[config.mk]
export PLATFORM = sky130hd
export DESIGN_NAME = inst_sequencer
export DESIGN_NICKNAME = d
export VERILOG_FILES = /design/src/rtl/inst_sequencer.sv
export SDC_FILE = /design/constraint.sdc
export NUM_CORES = 1
export LEC_CHECK = 0
export CORE_UTILIZATION = 44
export CTS_BUF_LIST = sky130_fd_sc_hd__clkbuf_4 sky130_fd_sc_hd__clkbuf_8 sky130_fd_sc_hd__clkbuf_16
export DETAILED_ROUTE_END_ITERATION = 10
export GPL_TIMING_DRIVEN = 0
export PLACE_DENSITY = 0.91
export SYNTH_ARGS = -nofsm -noshare
export SYNTH_HDL_FRONTEND = slang
export SYNTH_SLANG_ARGS = --single-unit
[constraint.sdc]
create_clock -name clk -period 4.53 [get_ports clk]
set_input_delay 1.359 -clock clk [delete_from_list [all_inputs] [get_ports clk]]
set_output_delay 1.359 -clock clk [all_outputs]
set_load 0.03 [all_outputs]
[src/rtl/inst_sequencer.sv]
// Multi-cycle FETCH/DECODE/EXEC/MEM/WB sequencer for the X9 core; owns pc and cond_flag.
// Optional PERF_CNT_EN adds saturating retired-instruction and busy-cycle counters.
module inst_sequencer #(
    parameter int unsigned PCW  = 10,
    parameter int unsigned CNTW = 16
) (
    input  logic            clk,
    input  logic            reset,
    input  logic            start,
    input  logic [PCW-1:0]  prog_end,
    input  logic [4:0]      opcode,
    input  logic [PCW-1:0]  branch_target,
    input  logic            alu_cond,
    input  logic            mem_ack,
    output logic [PCW-1:0]  pc,
    output logic            ir_load,
    output logic            reg_we,
    output logic            mem_req,
    output logic            mem_we,
    output logic            cond_flag,
    output logic            busy,
    output logic            done,
    output logic [CNTW-1:0] instr_count,
    output logic [CNTW-1:0] cycle_count
);

    localparam logic [4:0] OP_LB  = 5'b00011;
    localparam logic [4:0] OP_SB  = 5'b00100;
    localparam logic [4:0] OP_BEQ = 5'b00101;
    localparam logic [4:0] OP_BNE = 5'b00110;
    localparam logic [4:0] OP_EQ  = 5'b01101;
    localparam logic [4:0] OP_LT  = 5'b01110;

    typedef enum logic [2:0] {
        S_IDLE,
        S_FETCH,
        S_DECODE,
        S_EXEC,
        S_MEM,
        S_WB,
        S_DONE
    } state_t;

    state_t         state;
    state_t         nxt;
    logic [PCW-1:0] pc_nxt;
    logic           flag_nxt;
    logic           retire;
    logic           taken;

    // Next-state, pc and flag; retire is folded into the exit edge of EXEC/MEM/WB.
    always_comb begin
        nxt      = state;
        pc_nxt   = pc;
        flag_nxt = cond_flag;
        retire   = 1'b0;
        taken    = 1'b0;
        case (state)
            S_IDLE, S_DONE: begin
                if (start) begin
                    nxt      = S_FETCH;
                    pc_nxt   = '0;
                    flag_nxt = 1'b0;
                end
            end
            S_FETCH:  nxt = S_DECODE;
            S_DECODE: nxt = S_EXEC;
            S_EXEC: begin
                case (opcode)
                    OP_LB, OP_SB: nxt = S_MEM;
                    OP_BEQ: begin
                        if (cond_flag) taken  = 1'b1;
                        else           retire = 1'b1;
                    end
                    OP_BNE: begin
                        if (!cond_flag) taken  = 1'b1;
                        else            retire = 1'b1;
                    end
                    OP_EQ, OP_LT: begin
                        flag_nxt = alu_cond;
                        retire   = 1'b1;
                    end
                    default: nxt = S_WB;
                endcase
            end
            S_MEM: begin
                if (mem_ack) begin
                    if (opcode == OP_SB) retire = 1'b1;
                    else                 nxt    = S_WB;
                end
            end
            S_WB:    retire = 1'b1;
            default: nxt = S_IDLE;
        endcase

        if (taken) begin
            pc_nxt = branch_target;
            nxt    = S_FETCH;
        end
        if (retire) begin
            if (pc == prog_end) begin
                nxt = S_DONE;
            end else begin
                pc_nxt = pc + PCW'(1);
                nxt    = S_FETCH;
            end
        end
    end

    // Strobes are registered from the next state so they align with the state they decode.
    always_ff @(posedge clk or posedge reset) begin
        if (reset) begin
            state     <= S_IDLE;
            pc        <= '0;
            cond_flag <= 1'b0;
            ir_load   <= 1'b0;
            reg_we    <= 1'b0;
            mem_req   <= 1'b0;
            mem_we    <= 1'b0;
            busy      <= 1'b0;
            done      <= 1'b0;
        end else begin
            state     <= nxt;
            pc        <= pc_nxt;
            cond_flag <= flag_nxt;
            ir_load   <= (nxt == S_FETCH);
            reg_we    <= (nxt == S_WB);
            mem_req   <= (nxt == S_MEM);
            mem_we    <= (nxt == S_MEM) && (opcode == OP_SB);
            busy      <= !((nxt == S_IDLE) || (nxt == S_DONE));
            done      <= (nxt == S_DONE);
        end
    end

`ifdef PERF_CNT_EN
    localparam logic [CNTW-1:0] CNT_MAX = {CNTW{1'b1}};

    logic in_busy;
    logic run_start;

    assign in_busy   = !((state == S_IDLE) || (state == S_DONE));
    assign run_start = start && !in_busy;

    // Saturating counters, cleared whenever a new run is launched.
    always_ff @(posedge clk or posedge reset) begin
        if (reset) begin
            instr_count <= '0;
            cycle_count <= '0;
        end else if (run_start) begin
            instr_count <= '0;
            cycle_count <= '0;
        end else begin
            if (in_busy && (cycle_count != CNT_MAX))
                cycle_count <= cycle_count + CNTW'(1);
            if ((retire || taken) && (instr_count != CNT_MAX))
                instr_count <= instr_count + CNTW'(1);
        end
    end
`else
    assign instr_count = '0;
    assign cycle_count = '0;
`endif

endmodule
==> impl_metrics.tcl <==
set metrics [dict create \
    status "complete, no violations" \
    multi_input_area_sq_um 939.7 \
    ys_seq_area_frac 0.3113 \
    pwr-share-clk 0.110 \
    timing.rr.start "state[2]$_DFF_PP0_" \
    clock_path_buffers 2 \
    synth-edff-count 0 \
    p_comb_frac 0.564 \
    seqCellArea_sq_um 500.5 \
    swShare 0.4367 \
    wire_per_inst_um 11.30 \
    io_buffers 46 \
    ctsResizeCount 0 \
    cp_max_fo 7 \
    post-route-period-util 0.6968 \
    leakage_nw 1.054 \
    rows 21 \
    dp_hpwl_mm 2.797 \
    first_pass_iters 4 \
    reg2reg_slack_ns 2.59 \
    rsz0062_at_grt "false" \
    grt_pass1_vias 1258 \
    cts_setup_buffers 0 \
    tns_ns 0 \
    drc 0 \
    vdd_ir_drop_max_mv 0.2369 \
    yosys_warnings 0 \
    crit_arrival_ns 3.35 \
    cts.clk_slew.worst_paths_ns 0.10 \
    cts_max_level 1 \
    mostFrequentLayoutCells "clkdlybuf4s50_1 (46), buf_4 (33), conb_1 (32)" \
    vias 1544 \
    maxCapViolations 0 \
    cts-root-buf "clkbuf_4" \
    fmax_mhz 316.8 \
    grt_use_total 0.1826 \
    antenna_found_initial 0 \
    die_w_um 62.45 \
    async_flop_share 1.000 \
    grt_max_degree 21 \
    nets 299 \
    power_switching_mw 0.3947 \
    whs_path_depth 1 \
    num-fill-cells 283 \
    hold_ws_ns 0.5892 \
    min_path_type "reg -> reg" \
    die_area_sq_um 3900 \
    synth.distinct_cells 46 \
    max_slew_margin 0.5284 \
    worst_ep_required_time_ns 4.72 \
    initial_core_util 0.4707 \
    gp_congestion 0.8601 \
    overflow 0 \
    fin_crit_ns 3.156 \
    drtIter0Drc 67 \
    reg2reg_to "pc[0]$_DFF_PP0_" \
    vias_per_cell 4.933 \
    hold_end "pc[0]$_DFF_PP0_" \
    worst_setup_path_start_kind "input port" \
    grt_pass1_wl_mm 5.733 \
    avgSynthCellArea_sq_um 8.644 \
    seqPwrFrac 0.327 \
    final_common_cell "clkdlybuf4s50_1" \
    setup_viol 0 \
    clock_skew_ns 0.006694 \
    ys_ff_latch 20 \
    synth_top_cell_by_area "dfrtp_1" \
    slew_violations 0 \
    worstMarginPinSlew_ns 0.7066 \
    powerDensity_nw_per_um2 396.7 \
    antenna_cells 0 \
    clock-sinks 20 \
    worstSetupEndpointType "flip-flop" \
    clk_latency_ns 0.30 \
    syn_area_sq_um 1608 \
    cts-buffers-inserted 3 \
    area_growth_pct 41.71 \
    syn_inst 186 \
    drt-total-wl_mm 3.536 \
    io_pins 79 \
    core-area_sq_um 3416 \
    synthTopCellsByArea "dfrtp_1 (31%), buf_4 (15%), o211ai_1 (7.0%)" \
    die_y_um 62.45 \
    holdBufCountCts 0 \
    p_int_mw 0.5091 \
    ff2ff_path_depth 6 \
    cts_tree "yes" \
    netlist.area_leader.share 0.3113 \
    drtAntennaViolNets 0 \
    hold_path_startpoint "pc[0]$_DFF_PP0_" \
    drive_gt1_frac 0.1610 \
    critPathKind "in -> reg" \
    ys.flop_type "dfrtp_1" \
    hold_viol_final 0 \
]
-- through the flow --
step | instance area, sq um | power [mW] | utilization | cells | setup slack [ns]
finish | 2278 | 0.9038 | 0.6670 | 313 | 1.374
floorplan | 1724 | 0.6394 | - | 217 | 1.790
global placement | 2242 | 0.7940 | 0.6564 | 309 | 1.093
global route | 2278 | 0.9667 | 0.6670 | 313 | 1.304
CTS | 2278 | 0.9050 | 0.6670 | 313 | 1.379
detailed placement | 2242 | 0.8055 | 0.6564 | 309 | 1.068
-- area by class of cell --
class | instances | share of cell area
plain buffers | 37 | 0.1197
clock buffers | 4 | 0.01593
inverters | 3 | 0.004942
multi-input cells | 157 | 0.4124
flip-flops and latches | 20 | 0.2197
well taps | 46 | 0.02526
repair buffers | 46 | 0.2021
-- power by group through the flow --
stage          registers [mW]  logic [mW]  clock network (mW)
6_report                0.295       0.509              0.0991
5_1_grt                 0.307       0.554               0.106
4_1_cts                 0.295       0.510              0.0999
3_5_place_dp            0.298       0.507                   0
3_3_place_gp            0.296       0.498                   0
2_1_floorplan           0.366       0.273                   0
-- kinds of logic (layout without fill, tap and decap cells) --
logic type | Yosys count | in the layout | synth area share
AOI/OAI and AO/OA | 36 | 36 | 0.1704
muxes | 1 | 1 | 0.007003
buffers and inverters | 40 | 90 | 0.1767
xor gates and xnor gates | 12 | 12 | 0.06538
adders and majority gates | 1 | 1 | 0.007781
and+or+nand+nor | 75 | 75 | 0.2592
other | 1 | 32 | 0.002332
DFF | 20 | 20 | 0.3113
-- worst max-delay path, stage by stage --
cell and delay, ns:
clkdlybuf4s50_1 0.60, or3b_1 0.37, a211oi_1 0.28, a211o_1 0.22
and2_1 0.18, mux2_1 0.33
-- cell usage after synthesis, types with 2 or more instances --
cell	instances
o21ai_1	2
or3b_1	3
nand2_1	25
buf_4	33
and2_1	5
and3b_1	2
nand3_1	3
nor2_1	6
o21a_1	2
nor3_1	4
inv_1	3
nand4b_1	2
xor2_1	9
nand3b_1	3
xnor2_1	3
nand2b_1	7
nor4_1	5
a21oi_1	2
dfrtp_1	20
nor2b_1	5
o211ai_1	15
buf_2	2
o21ai_0	2
-- sequential cells by signal, indices dropped and copies added (netlist names) --
register / flops
reg_we: 1
mem_we: 1
done: 1
busy: 1
mem_req: 1
state: 3
cond_flag: 1
ir_load: 1
pc: 10
-- layer usage --
layer,share of wire,vias up,global-route usage
met5,0,-,0
met4,0.0054,0,0.04070
met3,0.076,2,0.03467
met2,0.48,77,0.2935
met1,0.44,710,0.2538
li1,-,755,-
-- how the worst max path moves through the flow --
stage | start | end | slack, ns | depth (start not counted)
5_1_grt | opcode[0] | pc[5]$_DFF_PP0_ | 1.30 | 7
4_1_cts | opcode[0] | pc[1]$_DFF_PP0_ | 1.38 | 6
3_5_place_dp | opcode[0] | pc[1]$_DFF_PP0_ | 1.07 | 6
2_1_floorplan | opcode[3] | pc[1]$_DFF_PP0_ | 1.79 | 5
3_3_place_gp | opcode[0] | pc[1]$_DFF_PP0_ | 1.09 | 6
6_report | opcode[0] | pc[1]$_DFF_PP0_ | 1.37 | 6
Note: power is estimated with default switching activity, not from simulation.
